--- src/rtl/acc_pkg.sv ---
// Shared types and constants for the bias-seeded accumulator sequencer.
package acc_pkg;

  localparam int DIN_W      = 20;
  localparam int B_W        = 8;
  localparam int ACC_W      = 22;
  localparam int N_TAPS_DEF = 4;
  localparam int CNT_W_DEF  = 3;

  typedef enum logic [1:0] {
    IDLE  = 2'd0,
    ACCUM = 2'd1,
    HOLD  = 2'd2
  } state_t;

  // Requested run length limited to the number of taps the datapath can hold.
  function automatic int clamp_len(input int len, input int max_len);
    return (len > max_len) ? max_len : len;
  endfunction

endpackage

--- src/rtl/acc_beat_cnt.sv ---
// Beat counter for one accumulation run: counts accepted samples and flags
// the first and last beat against the latched run length.
module acc_beat_cnt
  import acc_pkg::*;
#(
  parameter int CNT_W = CNT_W_DEF
) (
  input  logic             clk,
  input  logic             rst,
  input  logic             clr,
  input  logic             inc,
  input  logic [CNT_W-1:0] len,
  output logic [CNT_W-1:0] cnt,
  output logic             first,
  output logic             last
);

  assign first = (cnt == '0);
  assign last  = (cnt == (len - CNT_W'(1)));

  // Count beats; wrap to zero after the last beat so the next run starts fresh.
  always_ff @(posedge clk or negedge rst) begin
    if (!rst) begin
      cnt <= '0;
    end else if (clr || (inc && last)) begin
      cnt <= '0;
    end else if (inc) begin
      cnt <= cnt + CNT_W'(1);
    end
  end

endmodule

--- src/rtl/acc_seq_ctrl.sv ---
// Sequencer for the bias-seeded accumulator datapath.
//
//   state | meaning
//   ------+-------------------------------------------------------------
//   IDLE  | waiting for start; cfg_len == 0 is rejected with an err pulse
//   ACCUM | accepting samples; bias seeds beat 0, dout captured on last
//   HOLD  | dout valid downstream; waits for out_ready, then IDLE/ACCUM
module acc_seq_ctrl
  import acc_pkg::*;
#(
  parameter int N_TAPS = N_TAPS_DEF,
  parameter int CNT_W  = CNT_W_DEF
) (
  input  logic             clk,
  input  logic             rst,
  input  logic             start,
  input  logic             cont,
  input  logic [CNT_W-1:0] cfg_len,
  input  logic             in_valid,
  output logic             in_ready,
  output logic             sel,
  output logic             acc_we,
  output logic             en,
  output logic             out_valid,
  input  logic             out_ready,
  output logic             busy,
  output logic             err
);

  state_t           state, state_nxt;
  logic [CNT_W-1:0] len_q;
  logic [CNT_W-1:0] len_eff;
  logic [CNT_W-1:0] cnt;
  logic             cont_q;
  logic             err_q;
  logic             cnt_first;
  logic             cnt_last;
  logic             beat;
  logic             start_ok;
  logic             start_bad;

  assign len_eff   = CNT_W'(clamp_len(int'(cfg_len), N_TAPS));
  assign start_ok  = (state == IDLE) && start && (cfg_len != '0);
  assign start_bad = (state == IDLE) && start && (cfg_len == '0);
  assign beat      = (state == ACCUM) && in_valid;

  assign out_valid = (state == HOLD);
  assign busy      = (state != IDLE);
  assign err       = err_q;

  acc_beat_cnt #(
    .CNT_W (CNT_W)
  ) u_beat_cnt (
    .clk   (clk),
    .rst   (rst),
    .clr   (start_ok),
    .inc   (beat),
    .len   (len_q),
    .cnt   (cnt),
    .first (cnt_first),
    .last  (cnt_last)
  );

  // State register, run configuration latched at start, registered reject pulse.
  always_ff @(posedge clk or negedge rst) begin
    if (!rst) begin
      state  <= IDLE;
      len_q  <= '0;
      cont_q <= 1'b0;
      err_q  <= 1'b0;
    end else begin
      state <= state_nxt;
      err_q <= start_bad;
      if (start_ok) begin
        len_q  <= len_eff;
        cont_q <= cont;
      end
    end
  end

  // Next state and datapath strobes; strobes are same-cycle with din and
  // stay low on stalled cycles so the accumulator holds its value.
  always_comb begin
    state_nxt = state;
    in_ready  = 1'b0;
    sel       = 1'b0;
    acc_we    = 1'b0;
    en        = 1'b0;
    case (state)
      IDLE: begin
        if (start_ok) state_nxt = ACCUM;
      end
      ACCUM: begin
        in_ready = 1'b1;
        if (beat) begin
          acc_we = 1'b1;
          sel    = cnt_first;
          en     = cnt_last;
          if (cnt_last) state_nxt = HOLD;
        end
      end
      HOLD: begin
        if (out_ready) state_nxt = cont_q ? ACCUM : IDLE;
      end
      default: state_nxt = IDLE;
    endcase
  end

endmodule
--- config.mk ---
export PLATFORM = sky130hd
export DESIGN_NAME = acc_seq_ctrl
export DESIGN_NICKNAME = d
export VERILOG_FILES = /design/src/rtl/acc_pkg.sv /design/src/rtl/acc_beat_cnt.sv /design/src/rtl/acc_seq_ctrl.sv
export SDC_FILE = /design/constraint.sdc
export NUM_CORES = 1
export LEC_CHECK = 0
export ABC_AREA = 1
export CAP_MARGIN = 40
export CORE_AREA = 5 5 46 48
export DETAILED_ROUTE_END_ITERATION = 7
export DIE_AREA = 0 0 51 53
export PLACE_DENSITY_LB_ADDON = 0.2
export SKIP_LAST_GASP = 1
export SLEW_MARGIN = 30
export SYNTH_ARGS = -nofsm -noshare
export SYNTH_HDL_FRONTEND = slang
export SYNTH_HIERARCHICAL = 1
export SYNTH_SLANG_ARGS = --single-unit
--- constraint.sdc ---
create_clock -name clk -period 1.4 [get_ports clk]
set_input_delay 0.28 -clock clk [delete_from_list [all_inputs] [get_ports clk]]
set_output_delay 0.28 -clock clk [all_outputs]
set_load 0.03 [all_outputs]
==> impl.org <==
** STA
- Tightest hold margin :: 0.350 ns
- For the final database, setup skew stands at 0.00488 ns.
- Final critical-path setup slack :: -0.494 ns
- In the finished design, the share of the clock period the worst path needs comes to 1.35.
- Setup repair after global routing could not meet its margin everywhere.
- For the pin with the worst max-slew slack, the measured transition is a little over 0.5 ns.
- F_max :: about 0.53 GHz
- Measured against its own limit, the worst slew margin works out to 0.663.
- Final-report setup violation count :: 8
- Fin. Hold Viols :: 0
- After layout, the minimum clock period comes to 1.89 ns.
- The total count of max-transition violations in the final report is 0.

** Floorplan
- Placeable core region :: 1670 um2
- Row generation in the floorplan step produced 15 rows.
- 16 I/O pins were placed.
- Die H :: 53 um
- The initial utilization of the core area, before any placement, comes to 0.402.
- The die is 51 um wide.
- The die covers 2700 um2.

** Pwr
- For this design the static power due to leakage is 0.000679 uW.
- Switching power total :: roughly 1100 uW
- The internal power of the cells totals 1420 uW.
- The share of total power dissipated in the clock network is 0.079.
- PwrDens :: between 2000 and 2500 nW/um2
- VDD sags by at most 1.32 mV.
- Proportion of power drawn by flip-flops and latches :: 0.194
- The share of total power dissipated in combinational logic is 0.727.
- Fraction of power spent switching nets :: 0.434
- Total Power :: 2510 uW

** Worst setup path
- Data arrives at the worst endpoint at 1.61 ns.
- Type of the worst setup path :: reg -> out
- Crit end category :: output port
- STA puts the critical path data required time at approximately 1.1 ns.
- Reg-to-reg setup timing slack :: -0.44 ns
- Endpoint of the lowest-slack register-to-register path :: state[0]
- Of all nets on the critical path, the largest fanout is 2.
- Depth of the worst register-to-register path :: 16
- The startpoint identified for the worst register-to-register timing path is len_q[1].
- Critical path startpoint category :: flip-flop

** Global route
- Gr ovfl total :: 0
- Antenna violations before repair :: 0
- Number of global-route vias before repair :: 749
- Overall track demand over capacity in global routing :: 0.170
- First-pass GRT wire length :: 3.29 mm
- Entering global routing, the biggest net connects 11 pins.

** Clock network
- Insertion delay to the later sink of the worst-skew pair :: 0.26 ns
- TritonCTS built the clock tree.
- Clock slew at the register clock pins of the worst setup and hold paths :: 0.07 ns
- Counting the buffers created by CTS gives 3.
- Maximum count of clock buffers along a single path :: 2
- Clock tree root buffer cell :: clkbuf_4
- Maximum level of the CTS H-tree :: 1
- CTS sink count :: 10
- For this design, the CTS-stage hold fixing added 0 buffers.

** Yosys
- For this run, the register share of the synthesized area comes to 0.372.
- Yosys printed 6 warnings.
- Synthesized net count :: 100
- After synthesis, the netlist uses 22 different library cells.
- Synthesis handed over a netlist of between 80 and 90 instances.
- Seq cells post-synth :: 10
- The average instance in the mapped netlist occupies around 7.6 um2.
- The cell area that synthesis handed to floorplanning was 672 um2.

** Hold path
- The tightest min-delay check is of the in -> async type.

** Placement
- Including well taps, the total number of placed cells is between 100 and 150.
- Once placement finished, the instance area stood at 948 um2.
- Once detailed placement completed, the half-perimeter wirelength came to 1.18 mm.
- The congestion estimate from routability-driven global placement came to slightly below 0.8.
- IO buf count :: 15

** Run
- The tool flagged a number of max-cap violations equal to 0.

** Drt
- Final ANT Viol Nets :: 0
- For this run, design rule violations remaining after detail routing come to 0.
- Via density per instance :: about 4.7
- After the first detailed-routing iteration, the DRC count stood at 12.
- Across all layers, the routed design uses 723 vias.
- Average detailed-routed wire length per instance :: 13.0 um
- For this run, the detailed router's first-pass iteration total came to 4.
- For this block, the routed nets add up to about 2.0 mm of wire.

** Outcome
- The final reports fail on negative setup slack.
- The flow ran to the end, but the final reports show violations.

** Finish
- Fraction of final layout cells with drive strength greater than 1 :: 0.565
- The repair_antennas step left the layout with diodes totalling 0.
- Area added between synthesis and finish :: 82.7%
- Layout net count :: around 150
- Cell Count, Final, Fillers Out :: 155
- Final instance area :: 1230 um2
[flip-flops by register name (all words and copies together) (netlist names)]
| register | count |
|---|---|
| len_q | 3 |
| u_beat_cnt/cnt | 3 |
| state | 2 |
| cont_q | 1 |
| err | 1 |
[area by class of cell]
type	instances	area, um2
Clock buffer	3	22.5
Multi-Input combinational cell	58	405
Sequential cell	10	250
Timing Repair Buffer	47	445
Fill cell	122	443
Tap cell	17	21.3
Inverter	20	82.6
[per-layer routing]
metal,up-vias,track usage,part of all wire,wire [um]
met4,0,0.0717,0.026,53
met5,-,0,0,0
met3,6,0.0282,0.044,89
met2,26,0.337,0.54,1090
met1,330,0.173,0.39,788
li1,361,-,-,-
[power groups by stage]
stage	Sequential, uW	Combinational [uW]	Clock, uW
2_1_floorplan	486	785	0
3_5_place_dp	491	1190	0
6_report	487	1830	198
4_1_cts	479	1560	202
3_3_place_gp	485	1150	0
5_1_grt	504	1990	218
[cells by family (layout without fill, tap and decap cells)]
kind of cell	count (synthesis)	after routing	synth area share
XOR/XNOR	2	2	0.0373
flip-flops	10	10	0.372
buffers and inverters	20	70	0.112
AND/OR/NAND/NOR	50	50	0.395
adder cells (fa/ha/maj)	3	3	0.0559
AO/OA/AOI/OAI	3	3	0.0279
[how the worst max path moves through the flow]
stage,startpoint,endpoint,slack [ns],cells after the start
after CTS,len_q[0],en,-0.47,11
after global routing,len_q[1],en,-0.62,11
after detailed placement,len_q[0],en,-0.26,11
after global placement,cfg_len[0],u_beat_cnt/cnt[2],-0.20,9
final,len_q[1],en,-0.49,11
after floorplan,len_q[0],en,-0.14,10
[critical path: stages (launching register included)]
cell	delay (ns)
dfrtp_1	0.36
inv_2	0.05
ha_4	0.27
inv_2	0.03
nand2_2	0.05
nand2_2	0.05
nor2_2	0.08
nand2_2	0.07
inv_2	0.07
nand2_4	0.05
nor2_4	0.11
buf_6	0.14
[Yosys cell counts, drive strengths merged]
| cell | count | area share |
|---|---|---|
| o21ai | 2 | 0.015 |
| inv | 20 | 0.11 |
| or2 | 2 | 0.022 |
| a21oi | 1 | 0.013 |
| nor3 | 2 | 0.015 |
| xnor2 | 1 | 0.013 |
| ha | 3 | 0.056 |
| and3 | 1 | 0.0093 |
| xor2 | 1 | 0.024 |
| nor2 | 9 | 0.093 |
| dfrtp | 10 | 0.37 |
| nand3 | 3 | 0.022 |
| nand4 | 2 | 0.019 |
| nand2 | 31 | 0.21 |
[per-stage QoR]
| step | setup WS, ns | TNS (ns) | utilization |
|---|---|---|---|
| global placement | -0.201 | -0.860 | 0.568 |
| floorplan | -0.135 | -0.309 | - |
| finish | -0.494 | -1.64 | 0.735 |
| detailed placement | -0.257 | -1.17 | 0.568 |
| CTS | -0.472 | -1.34 | 0.682 |
| global route | -0.623 | -2.52 | 0.735 |
[layout by cell type, fill, tap and decap left out, types with 2 or more instances in the layout]
master and instances:
buf_4 22, buf_6 15, clkbuf_4 3, clkdlybuf4s50_1 7
dfrtp_1 10, ha_1 2, inv_1 7, inv_2 11
nand2_1 17, nand2_2 11, nand2_4 2, nand3_1 3
nand4_1 2, nor2_1 3, nor2_2 2, nor2_4 3
nor3_1 2
[repair_timing]
action | in CTS | in global routing
endpoints found under the hold margin | 0 | 0
endpoints found under the setup margin | 8 | 11
pin swaps | 5 | 5
resized for setup | 13 | 22
setup buffers | 16 | 5
(Power assumes the default switching activity.)
